## config.mk

```make
export PLATFORM = sky130hd
export DESIGN_NAME = mole_slot_picker
export DESIGN_NICKNAME = d
export VERILOG_FILES = /design/src/rtl/mole_slot_picker_pkg.sv /design/src/rtl/life_timer.sv /design/src/rtl/mole_slot_picker.sv
export SDC_FILE = /design/constraint.sdc
export NUM_CORES = 1
export LEC_CHECK = 0
export ABC_CLOCK_PERIOD_IN_PS = 3300
export BUFFER_PORTS_ARGS = -buffer_cell sky130_fd_sc_hd__buf_2
export CORE_AREA = 2 2 68 86
export DETAILED_ROUTE_END_ITERATION = 10
export DIE_AREA = 0 0 70 88
export HOLD_SLACK_MARGIN = 0.12
export PLACE_DENSITY_LB_ADDON = 0.15
export SYNTH_ARGS = -nofsm -noshare
export SYNTH_HDL_FRONTEND = slang
export SYNTH_SLANG_ARGS = --single-unit
```

## constraint.sdc

```tcl
create_clock -name clk -period 3.3 [get_ports clk]
set_clock_uncertainty 0.2 [all_clocks]
set_input_delay 0.33 -clock clk [delete_from_list [all_inputs] [get_ports clk]]
set_output_delay 0.33 -clock clk [all_outputs]
set_load 0.05 [all_outputs]
```

## src/rtl/mole_slot_picker_pkg.sv

```systemverilog
// Shared game definitions: picker state encoding and datapath widths.
// Used by the slot picker and its timed helpers.
package mole_slot_picker_pkg;

  typedef enum logic [1:0] {
    ST_IDLE = 2'd0,
    ST_DRAW = 2'd1,
    ST_SHOW = 2'd2
  } state_t;

  localparam int SLOT_W = 4;
  localparam int LIFE_W = 24;

  function automatic logic [SLOT_W-1:0] next_slot(
    input logic [SLOT_W-1:0] last,
    input logic              valid,
    input logic [SLOT_W-1:0] top
  );
    if (!valid || last == top) return '0;
    return last + SLOT_W'(1);
  endfunction

endpackage

```

## src/rtl/life_timer.sv

```systemverilog
// Loadable up-counter with a terminal-count flag.
// Shared by timed game elements.
module life_timer #(
  parameter int               WIDTH    = 24,
  parameter logic [WIDTH-1:0] TERMINAL = '1
) (
  input  logic             clk,
  input  logic             rst_n,
  input  logic             load,
  input  logic             en,
  output logic [WIDTH-1:0] count,
  output logic             tc
);

  always_ff @(posedge clk) begin
    if (!rst_n) begin
      count <= '0;
    end else if (load) begin
      count <= '0;
    end else if (en) begin
      count <= count + WIDTH'(1);
    end
  end

  assign tc = (count == TERMINAL);

endmodule

```

## src/rtl/mole_slot_picker.sv

```systemverilog
// Turns the LFSR word into a non-repeating slot pick and times its life.
// Reports each spawn as a hit or a miss.
module mole_slot_picker
  import mole_slot_picker_pkg::*;
#(
  parameter int NUM_SLOTS   = 9,
  parameter int LIFE_CYCLES = 1000,
  parameter int MAX_DRAWS   = 8
) (
  input  logic                 clk,
  input  logic                 rst_n,
  input  logic [11:0]          rand_in,
  input  logic                 start,
  input  logic [NUM_SLOTS-1:0] hit,
  output logic                 active,
  output logic [SLOT_W-1:0]    slot_idx,
  output logic [NUM_SLOTS-1:0] slot_onehot,
  output logic                 busy,
  output logic                 hit_pulse,
  output logic                 miss_pulse
);

  localparam logic [NUM_SLOTS-1:0] ONE = NUM_SLOTS'(1);

  state_t              state;
  logic                prime;
  logic                last_valid;
  logic [SLOT_W-1:0]   cand;
  logic [SLOT_W-1:0]   last_idx;
  logic [SLOT_W-1:0]   pick;
  logic [3:0]          draws;
  logic                fits;
  logic                fresh;
  logic                fallback;
  logic                take;
  logic                hit_now;
  logic                life_tc;
  logic [LIFE_W-1:0]   life_cnt;
  logic                unused_bits;

  assign unused_bits = ^{rand_in[11:4], life_cnt};

  // Candidate is registered, so a DRAW decision uses the previous edge's word.
  always_ff @(posedge clk) begin
    if (!rst_n) cand <= '0;
    else        cand <= rand_in[3:0];
  end

  always_comb begin
    fits     = {1'b0, cand} < 5'(NUM_SLOTS);
    fresh    = !last_valid || (cand != last_idx);
    fallback = (draws == 4'(MAX_DRAWS));
    take     = (state == ST_DRAW) && !prime
             && (fallback || (fits && fresh));
    pick     = fallback
             ? next_slot(last_idx, last_valid,
                         SLOT_W'(NUM_SLOTS - 1))
             : cand;
    hit_now  = |(hit & slot_onehot);
  end

  life_timer #(
    .WIDTH   (LIFE_W),
    .TERMINAL(LIFE_W'(LIFE_CYCLES - 1))
  ) u_life (
    .clk  (clk),
    .rst_n(rst_n),
    .load (take),
    .en   (state == ST_SHOW),
    .count(life_cnt),
    .tc   (life_tc)
  );

  always_ff @(posedge clk) begin
    if (!rst_n) begin
      state       <= ST_IDLE;
      prime       <= 1'b0;
      draws       <= '0;
      last_valid  <= 1'b0;
      last_idx    <= '0;
      slot_idx    <= '0;
      slot_onehot <= '0;
      active      <= 1'b0;
      busy        <= 1'b0;
      hit_pulse   <= 1'b0;
      miss_pulse  <= 1'b0;
    end else begin
      hit_pulse  <= 1'b0;
      miss_pulse <= 1'b0;
      unique case (state)
        ST_IDLE: begin
          if (start) begin
            state <= ST_DRAW;
            busy  <= 1'b1;
            prime <= 1'b1;
            draws <= '0;
          end
        end
        ST_DRAW: begin
          if (prime) begin
            prime <= 1'b0;
          end else if (take) begin
            slot_idx    <= pick;
            last_idx    <= pick;
            last_valid  <= 1'b1;
            slot_onehot <= ONE << pick;
            active      <= 1'b1;
            state       <= ST_SHOW;
          end else begin
            draws <= draws + 4'd1;
          end
        end
        ST_SHOW: begin
          if (hit_now || life_tc) begin
            hit_pulse   <= hit_now;
            miss_pulse  <= !hit_now;
            active      <= 1'b0;
            slot_onehot <= '0;
            busy        <= 1'b0;
            state       <= ST_IDLE;
          end
        end
        default: state <= ST_IDLE;
      endcase
    end
  end

endmodule

```

# Word-level counts from Yosys, hierarchy flattened

Index checks and enable logic that the tools add are counted.

Bits in registers: 53
Output and inout port bits: 17
Word-level logic and storage cells: 78

Add/subtract/negate cells: 3
$lt $le $gt $ge: 1
Equal/unequal tests: 11
Shift-type cells: 1
Mux-type cells: 24
Bitwise operators: 3
Reductions and logical operators: 23

Operators by type and width:

| operator                                                                 | count |
|---|---|
| 9-bit two-way mux                                                        | 3 |
| 24-bit by 1-bit adder with 24-bit output (second input constant)         | 1 |
| 24-bit by 10-bit equality test with 1-bit output (second input constant) | 1 |
| 4-bit two-way mux                                                        | 6 |
| 9-bit case mux with 2 select lines                                       | 1 |
| 4-bit AND reduction                                                      | 3 |
| 2-bit inequality test (second input constant)                            | 5 |
| 9-bit bitwise AND                                                        | 1 |
| 3-bit AND reduction                                                      | 3 |
| 9-bit OR reduction                                                       | 1 |
| 1-bit by 4-bit << shifter with 9-bit output (first input constant)       | 1 |
| 4-bit by 1-bit adder with 4-bit output (second input constant)           | 2 |
| 4-bit equality test (second input constant)                              | 2 |
| 2-bit two-way mux                                                        | 4 |
| 4-bit case mux with 2 select lines                                       | 1 |
| 1-bit case mux with 2 select lines                                       | 3 |
| 2-bit case mux with 3 select lines                                       | 1 |
| 2-bit nonzero test                                                       | 3 |
| 1-bit two-way mux                                                        | 5 |
| 1-bit logical OR                                                         | 4 |
| 4-bit < comparator (second input constant)                               | 1 |
| 4-bit inequality test                                                    | 1 |
| 1-bit logical AND                                                        | 3 |
| 1-bit zero test                                                          | 3 |
| 6 further kinds                                                          | 7 |

# Longest topological paths before layout

Gate-level depths: netlist of the first run.

Depth in word-level cells: 9
Gate-level depth with buffers: 10
Gate-level depth less buffers: 7

# Hierarchy

From an unflattened synthesis of the first run, not the netlist that was laid out.

Cells, all modules: 310
Area, all modules: 2,641.3 sq um

Modules (own cells, without submodules):

| module           | instances | cells each | area each (sq um) | sequential area each (sq um) |
|---|---|---|---|---|
| mole_slot_picker | 1         | 169        | 1,452.6           | 580.6 |
| life_timer       | 1         | 141        | 1,188.6           | 480.5 |

# Least setup slack after synthesis of the first run

Ideal clock, no wire load.

Path type: reg2reg
Start: reg last_idx[0]
End: reg slot_onehot[0]
Data arrival time: 2.018 ns
Data required time: 3.008 ns
Slack: 0.989 ns
Stages on the path, launching flop included: 8
Cells stage by stage: dfxtp_1 inv_1 ha_1 and4b_1 nand3_1 nand2_1 or3b_2 o32ai_1

Cells in the longest elaborated chain, start to end: 9
Elaborated cells on any way between the ends: 17

RTL lines:

| element                                                                        | RTL line                | RTL |
|---|---|---|
| start, declared                                                                | mole_slot_picker.sv:29  | `logic [SLOT_W-1:0] last_idx;` |
| start signal, assigned                                                         | mole_slot_picker.sv:104 | `last_idx <= pick;` |
| branches (longest 9 deep; another with 4-bit by 1-bit adder with 4-bit output) | --                      |  |
| end signal, assigned                                                           | mole_slot_picker.sv:106 | `slot_onehot <= ONE << pick;` |
| end, declared                                                                  | mole_slot_picker.sv:17  | `output logic [NUM_SLOTS-1:0] slot_onehot,` |

Several ways; the timed one is not identified. The select of a mux whose other input is x is not followed.
A chain may end at the register's enable or synchronous reset.

# Worst setup path after layout of the first run

Start: reg draws[0]
End: reg u_life.count[1]

Cells in the longest elaborated chain, start to end: 4

RTL lines:

| element                      | RTL line                | RTL |
|---|---|---|
| start, declared              | mole_slot_picker.sv:31  | `logic [3:0] draws;` |
| start signal, assigned       | mole_slot_picker.sv:110 | `draws <= draws + 4'd1;` |
| 4-bit equality test          | mole_slot_picker.sv:52  | `fallback = (draws == 4'(MAX_DRAWS));` |
| 1-bit logical OR             | mole_slot_picker.sv:54  | `&& (fallback \|\| (fits && fresh));` |
| 1-bit logical AND            | mole_slot_picker.sv:54  |  |
| 2-bit OR reduction (no line) | --                      |  |
| end signal, assigned         | life_timer.sv:21        | `count <= count + WIDTH'(1);` |
| end, declared                | life_timer.sv:11        | `output logic [WIDTH-1:0] count,` |

Every way passes these cells.

==> results of run 1 <==
[layer usage]
metal  global-route usage (%)  vias to the layer above  wire [um]
met5                        0                        -          0
met2                     33.3                       27       2720
met3                     3.34                        7        119
li1                         -                     1085          -
met1                     19.9                      962       2280
met4                     6.47                        0         82
[cells in the final DEF, fill, tap and decap left out, types with 6 or more instances in the layout]
| cell | n |
|---|---|
| nand3_1 | 16 |
| clkbuf_8 | 6 |
| o32ai_1 | 9 |
| a21oi_1 | 7 |
| nor2_1 | 44 |
| nor3_1 | 12 |
| xnor2_1 | 23 |
| buf_2 | 32 |
| inv_1 | 21 |
| xor2_1 | 7 |
| dfxtp_1 | 53 |
| nand2_1 | 24 |
| nand4_1 | 6 |
[power by group]
part | total (uW) | internal [uW] | switching (uW)
Clock | 448 | 247 | 201
Sequential | 690 | 662 | 28.2
Combinational | 193 | 68.2 | 125
Total | 1330 | 978 | 354
[flip-flops by register name, indices dropped and copies added (netlist names)]
register,count
slot_onehot,9
miss_pulse,1
hit_pulse,1
last_idx,4
state,2
draws,4
busy,1
cand,4
u_life.count,24
last_valid,1
active,1
prime,1
[tightest hold or removal path: stages]
cell	delay (ns)
buf_2	0.12
nor2_1	0.08
nor4_1	0.05
[cell families (layout without fill, tap and decap cells)]
group / Yosys count / after routing / share of synthesized area (%)
AO/OA/AOI/OAI: 36 / 36 / 11.8
XOR/XNOR: 30 / 30 / 10.2
flip-flops: 53 / 53 / 41.4
adder cells (fa/ha/maj): 5 / 5 / 2.44
AND/OR/NAND/NOR: 134 / 134 / 26.7
buffers and inverters: 34 / 67 / 6.25
multiplexers: 3 / 3 / 1.17
[final cells by class]
cell class                 instances  area share [%]
clock inverter                     1            1.04
timing repair buffer              38            7.44
clock buffer                       7            2.98
inverter                          21            2.72
tap                               64            2.77
sequential                        53            36.7
multi-input combinational        208            46.4
[timing repair]
| item | CTS | global route |
|---|---|---|
| resized for setup | 0 | 0 |
| setup endpoints to repair | 0 | 0 |
| hold buffers | 4 | 0 |
| endpoints found under the hold margin | 4 | 0 |
[stage by stage]
| step | power, uW | instances |
|---|---|---|
| after floorplan | 851 | 295 |
| after global placement | 895 | 380 |
| after detailed placement | 897 | 380 |
| after CTS | 1350 | 392 |
| after global routing | 1390 | 392 |
| final | 1330 | 392 |
[how the worst min path moves through the flow]
stage | start | end | slack [ns] | cells after the start
after floorplan | u_life.count[1] | u_life.count[1] | 0.25 | 2
after global placement | u_life.count[1] | u_life.count[1] | 0.26 | 2
after detailed placement | busy | busy | 0.27 | 2
after CTS | start | state[0] | 0.12 | 3
after global routing | start | state[0] | 0.12 | 3
final | start | state[0] | 0.13 | 3
==> metrics.md, run 1 <==
| Metric | Value |
|---|---|
| Worst R2R Setup Slack | `0.76 ns` |
| Max FO, Critical Path | `20` |
| Share of the synthesized area in the top cell type | `41.4%` |
| Maximum VDD drop | `227 uV` |
| Final nets | `356` |
| Die Width | `70 um` |
| Fillers | `522` |
| Worst hold path class | `in2reg` |
| Final max-slew violation count | `0` |
| TritonCTS clock tree | `yes` |
| Hold slack | `0.134 ns` |
| RR Startpoint | `draws[0]` |
| Largest net degree at the start of global routing | `21` |
| CP endpoint kind | `register` |
| Commonest cells in the synthesized netlist | `dfxtp_1, nor2_1, nand2_1` |
| Root Buffer | `clkbuf_8` |
| CP max stage cell | `dfxtp_1` |
| Row count | `30` |
| Area grow syn2layout | `12.9%` |
| H-tree depth | `2` |
| IO Port Bufs | `32` |
| Ports | `41` |
| Syn Area/Cell | `8.69 um2` |
| Worst Reg-to-Reg Cells | `8` |
| Worst setup SP type | `register` |
| GRT Overall Usage | `17.7%` |
| Gr ovfl total | `0` |
| Number of flops mapped to enable cells by yosys | `0` |
| Synth Flop Type | `dfxtp_1` |
| Share of cells above drive strength 1 | `15.2%` |
| Initial antenna violation count | `0` |
| Outcome | `complete, no violations` |
| Worst Setup SP | `draws[0]` |
| RSZ-0062 raised after global routing | `no` |
| Top-count cell post-synth | `dfxtp_1` |
| Arr. time, crit path | `2.56 ns` |
| Final wirelength | `5.21 mm` |
| Clock tree buffer depth | `2` |
| # DRC | `0` |
| Final core utilization | `54.3%` |
| Storage cell area | `1060 um2` |
| Post-layout minimum cycle time | `2.54 ns` |
| CP delay by family, top | `simple AND/OR/NAND/NOR gates` |
| Relative slew slack | `62.4%` |
| CTS clk-pin slew, worst paths | `0.08 ns` |
| Reg2Reg Capture Point | `u_life.count[1]` |
| Via/cell ratio | `5.31` |
| Largest area contributor in the netlist | `dfxtp_1` |
| Pwr dens | `460 nW/um2` |
| WP data required | `3.33 ns` |
| Hpwl dp | `3.84 mm` |
| First-pass GRT wire length | `8.85 mm` |
| Area contributors post-synth | `dfxtp_1, xnor2_1, nor2_1, nand2_1, nand3_1` |
| Crit-path cells | `inv_1 > ha_1 > nand3b_1 > nand4_1 > o211a_1 > nand2b_1 > buf_4 > a21oi_1` |
| Die H | `88 um` |
| Synth Warn # | `0` |
| Post-Place Worst Slack | `0.780 ns` |
| Synth Cell Area | `2560 um2` |
| Max-Cap Viols | `0` |
| Synthesized flop and latch total | `53` |
| Area of the multi-input gates | `1340 um2` |
| Detail Route Antenna Nets | `0` |
| Setup tns final | `0 ns` |
| Vias in the first global route | `2011` |
| Critical Path End | `u_life.count[1]` |
| Synthesized Nets | `324` |
| Worst path bufs/invs | `2` |
| Final Hold Viols | `0` |
| Unique masters post-synth | `46` |
| First-pass detailed-route iteration total | `4` |
| P_leak | `0.00108 uW` |
| Fmax | `394 MHz` |
| Setup WS post-layout | `0.765 ns` |
| Diodes inserted | `0` |
| Setup violators final | `0` |
| Routed length per instance | `13.3 um` |
| Clock buffer count from CTS | `5` |
| CTS Sinks | `53` |
| Core area | `5330 um2` |
| Post-synthesis sequential area ratio | `41.4%` |
| Mapped Cells | `295` |
| Initial DRC count | `99` |
| Worst path depth | `8` |
| Asr flop ratio synth | `0%` |
| Design area | `2890 um2` |
| CP peak stage delay | `0.40 ns` |
| Final period utilization | `76.8%` |
| Slew @ Worst Pin | `0.563 ns` |
| Initial Utilization | `48.1%` |
| Routed vias | `2081` |
| Critical path class | `reg2reg` |
| Worst skew pair latency | `0.30 ns` |
| Placed inst area | `2740 um2` |
| Die area | `6160 um2` |
| Postcts setup bufs | `0` |
| Routability Congestion | `0.832` |
Power figures use the tool's default switching activity.
==> run 2: changes to the inputs <==
Settings changed: ABC_CLOCK_PERIOD_IN_PS 3300 to 2100.
Clock period 3.3 ns to 2.1 ns, I/O delays scaled along.
==> metrics.md, run 2 (same netlist as run 1, synthesis figures left out) <==
| Metric | Value |
|---|---|
| Critical path class | `reg2reg` |
| WP data required | `2.11 ns` |
| Gr ovfl total | `0` |
| Design Power | `2150 uW` |
| Reg with most FFs | `u_life.count` |
| Clock buffer count from CTS | `5` |
| Worst setup SP type | `register` |
| First-pass GRT wire length | `9.38 mm` |
| Maximum VDD drop | `548 uV` |
| Routed vias | `2288` |
| TritonCTS clock tree | `yes` |
| Initial DRC count | `68` |
| Commonest non-fill, non-tap cell in the layout | `dfxtp_1` |
| Initial antenna violation count | `0` |
| Routability Congestion | `0.875` |
| Die area | `6160 um2` |
| Max reg flops | `24` |
| IO Port Bufs | `32` |
| Row count | `30` |
| Worst hold path class | `reg2reg` |
| Final Hold Viols | `0` |
| CP endpoint kind | `register` |
| Most frequent cells in the layout | `dfxtp_1, nor2_1, buf_2` |
| Final wirelength | `5.80 mm` |
| Vias in the first global route | `2123` |
| Final max-slew violation count | `0` |
| Final nets | `398` |
| Post-layout minimum cycle time | `2.10 ns` |
| Arr. time, crit path | `2.11 ns` |
| Initial Utilization | `48.1%` |
| Relative slew slack | `71.3%` |
| Ports | `41` |
| Pwr dens | `653 nW/um2` |
| Largest net degree at the start of global routing | `18` |
| Die H | `88 um` |
| Worst skew pair latency | `0.30 ns` |
| Final Non-Filler Cells | `433` |
| Routed length per instance | `13.4 um` |
| Detail Route Antenna Nets | `0` |
| Max-Cap Viols | `0` |
| H-tree depth | `2` |
| RSZ-0062 raised after global routing | `yes` |
| P_leak | `0.00130 uW` |
| Diodes inserted | `0` |
| Final period utilization | `99.8%` |
| Setup violators final | `0` |
| CTS clk-pin slew, worst paths | `0.09 ns` |
| Root Buffer | `clkbuf_8` |
| Die Width | `70 um` |
| Clock tree buffer depth | `2` |
| Placed Instances | `409` |
| Fillers | `467` |
| Via/cell ratio | `5.28` |
| Max FO, Critical Path | `4` |
| CTS Sinks | `53` |
| Core area | `5330 um2` |
| Storage cell area | `1070 um2` |
| Fmax | `477 MHz` |
| GRT Overall Usage | `19.0%` |
| Slew @ Worst Pin | `0.428 ns` |
| Hpwl dp | `4.22 mm` |
| First-pass detailed-route iteration total | `4` |
| Area of the multi-input gates | `1390 um2` |
| Biggest regs | `u_life.count (24), slot_onehot (9)` |
| Share of cells above drive strength 1 | `25.7%` |
| Area grow syn2layout | `28.5%` |
| Outcome | `complete, no violations` |
| # DRC | `0` |
-- run 2: stage by stage --
stage	setup TNS [ns]	cell area [um2]	setup WS (ns)	hold WS (ns)	util, %
2_1_floorplan	0	2570	0.00340	0.137	-
3_3_place_gp	0	2960	0.0249	0.216	55.5
3_5_place_dp	0	2960	0.0156	0.221	55.5
4_1_cts	-0.0143	3200	-0.0143	0.220	60.0
5_1_grt	-0.282	3290	-0.0636	0.310	61.8
6_report	0	3290	0.00488	0.288	61.8
-- run 2: worst paths after layout --
| path | start | to | slack (ns) | depth (start not counted) |
|---|---|---|---|---|
| worst min register to register | busy | busy | 0.29 | 2 |
| worst max register to register | draws[1] | slot_onehot[4] | 0.005 | 9 |
| worst min-delay path | busy | busy | 0.29 | 2 |
| worst max-delay path | draws[1] | slot_onehot[4] | 0.005 | 9 |
-- run 2: layer usage --
layer  global-route usage [%]  vias to the layer above  routed length (um)
li1                         -                     1169                   -
met1                     20.8                     1072                2450
met2                     36.5                       39                3110
met3                     3.45                        8                 156
met4                     7.17                        0                  89
met5                        0                        -                   0
-- run 2: critical path, stage by stage (launching register included) --
cell	delay, ns
dfxtp_1	0.32
inv_1	0.09
ha_4	0.14
nand3b_1	0.14
buf_4	0.17
nand3_1	0.07
o211a_1	0.23
buf_6	0.11
or3b_4	0.40
o32ai_1	0.13
-- run 2: cell type report --
cell class                 count  share of cell area [%]
clock inverter                 2                    1.06
sequential                    53                    32.4
multi-input combinational    208                    42.1
timing repair buffer          80                    17.5
clock buffer                   5                    2.09
inverter                      21                    2.39
tap                           64                    2.43
-- run 2: power by group --
part / switching (uW) / internal [uW] / leakage, uW
clock network: 320 / 347 / 0.0000540
logic: 234 / 175 / 0.000813
registers: 33.2 / 1040 / 0.000432
-- run 2: timing repair --
| action | CTS | global route |
|---|---|---|
| buffers inserted | 0 | 4 |
| resized for setup | 1 | 13 |
| hold buffers | 13 | 0 |
| hold endpoints to repair | 11 | 0 |
| endpoints found under the setup margin | 2 | 33 |
| pin swaps | 2 | 6 |
==> run 3: changes to the inputs <==
Settings changed: BUFFER_PORTS_ARGS -buffer_cell sky130_fd_sc_hd__buf_2 to default, CAP_MARGIN from default to 20, DONT_BUFFER_PORTS from default to 1.
==> metrics.md, run 3 (same netlist as run 1, synthesis figures left out) <==
| Metric | Value |
|---|---|
| Gr ovfl total | `0` |
| Die area | `6160 um2` |
| Area grow syn2layout | `26.1%` |
| Placed inst area | `2840 um2` |
| Post-layout minimum cycle time | `2.01 ns` |
| Final Non-Filler Cells | `405` |
| Final period utilization | `95.6%` |
| Final wirelength | `5.70 mm` |
| P_leak | `0.00121 uW` |
| Initial DRC count | `86` |
| TritonCTS clock tree | `yes` |
| Relative slew slack | `63.3%` |
| Crit-path cells | `a222oi_1 > nand3_1 > a221oi_4 > a21oi_4 > buf_12 > a2111oi_0` |
| # DRC | `0` |
| Switching pwr | `583 uW` |
| Setup violators final | `0` |
| Sequential share of power | `49.8%` |
| Hpwl dp | `4.05 mm` |
| Commonest non-fill, non-tap cell in the layout | `dfxtp_1` |
| Worst hold path class | `in2reg` |
| Final max-slew violation count | `0` |
| Most frequent cells in the layout | `dfxtp_1, nor2_1, buf_4` |
| Slew @ Worst Pin | `0.550 ns` |
| Gate power share | `19.3%` |
| Clk pwr share | `30.9%` |
| Worst path bufs/invs | `1` |
| Max FO, Critical Path | `10` |
| Placed Instances | `381` |
| IO Port Bufs | `0` |
| Initial Utilization | `48.1%` |
| Via/cell ratio | `5.42` |
| GRT Overall Usage | `19.2%` |
| Design area | `3230 um2` |
| Largest net degree at the start of global routing | `34` |
| H-tree depth | `2` |
| Reg with most FFs | `u_life.count` |
| CP delay by family, top | `compound AO/OA/AOI/OAI gates` |
| Outcome | `complete, no violations` |
| Net Sw Frac | `27.1%` |
| Worst setup SP type | `register` |
| CP endpoint kind | `register` |
| Die Width | `70 um` |
| CP max stage cell | `dfxtp_1` |
| CTS clk-pin slew, worst paths | `0.09 ns` |
| WP data required | `2.09 ns` |
| Core area | `5330 um2` |
| Worst skew pair latency | `0.30 ns` |
| Vias in the first global route | `2171` |
| Final Hold Viols | `0` |
| Detail Route Antenna Nets | `0` |
| Max-Cap Viols | `0` |
| Hold slack | `0.146 ns` |
| Cell internal pwr | `1570 uW` |
| First-pass GRT wire length | `9.59 mm` |
| Root Buffer | `clkbuf_8` |
| First-pass detailed-route iteration total | `4` |
| Row count | `30` |
| Routed vias | `2197` |
| Routed length per instance | `14.1 um` |
| Max reg flops | `24` |
| Diodes inserted | `0` |
| CTS Sinks | `53` |
| Ports | `41` |
| Critical path class | `reg2reg` |
| Routability Congestion | `0.822` |
| Fmax | `498 MHz` |
| Initial antenna violation count | `0` |
| Clock tree buffer depth | `2` |
| Arr. time, crit path | `1.99 ns` |
| CP peak stage delay | `0.33 ns` |
| Clock buffer count from CTS | `5` |
| Final nets | `370` |
| Maximum VDD drop | `415 uV` |
| Biggest regs | `u_life.count (24), slot_onehot (9)` |
| Design Power | `2160 uW` |
| Pwr dens | `667 nW/um2` |
| Die H | `88 um` |
| Share of cells above drive strength 1 | `22.0%` |
| Final core utilization | `60.6%` |
==> run 3: final timing paths <==
check        slack, ns  cells after the start               to             from
max               0.09                      6             busy   slot_onehot[3]
max reg2reg       0.09                      6             busy   slot_onehot[3]
min reg2reg       0.28                      2  u_life.count[1]  u_life.count[1]
min               0.15                      4       miss_pulse           hit[5]
==> run 3: cell type report <==
class | count | area [um2]
Fill cell | 488 | 2100
Multi-Input combinational cell | 208 | 1410
Sequential cell | 53 | 1070
Timing Repair Buffer | 52 | 488
Tap cell | 64 | 80.1
Inverter | 21 | 78.8
Clock buffer | 5 | 68.8
Clock inverter | 2 | 35.0
==> run 3: tightest hold or removal path: cells and delay by family <==
kind,cells,cell delay (ns)
simple gates,2,0.21
compound gates,2,0.19
==> run 3: routing by layer <==
| metal | global-route usage, % | vias up | part of all wire (%) |
|---|---|---|---|
| li1 | - | 1111 | - |
| met1 | 21.9 | 1045 | 42 |
| met2 | 36.7 | 35 | 54 |
| met3 | 3.80 | 6 | 3.3 |
| met4 | 4.55 | 0 | 0.84 |
| met5 | 0 | - | 0 |
==> run 3: power groups by stage <==
stage,logic (uW),registers [uW],clock network [uW]
2_1_floorplan,177,1160,0
3_3_place_gp,344,1100,0
3_5_place_dp,346,1100,0
4_1_cts,368,1070,691
5_1_grt,455,1080,720
6_report,415,1070,666
==> run 3: timing repair <==
item                                   in CTS  in global routing
resized for setup                           1                 14
cloned                                      0                  2
endpoints found under the hold margin      50                  0
buffers inserted                            1                  5
hold buffers                                9                  0
pin swaps                                   0                  4
setup endpoints to repair                   3                 12
==> run 3: per-stage QoR <==
| step | setup WS (ns) | TNS [ns] |
|---|---|---|
| 6_report | 0.0922 | 0 |
| 5_1_grt | -0.00630 | -0.0116 |
| 4_1_cts | 0.000746 | 0 |
| 3_5_place_dp | -0.0239 | -0.0273 |
| 3_3_place_gp | 0.0678 | 0 |
| 2_1_floorplan | 0.00340 | 0 |
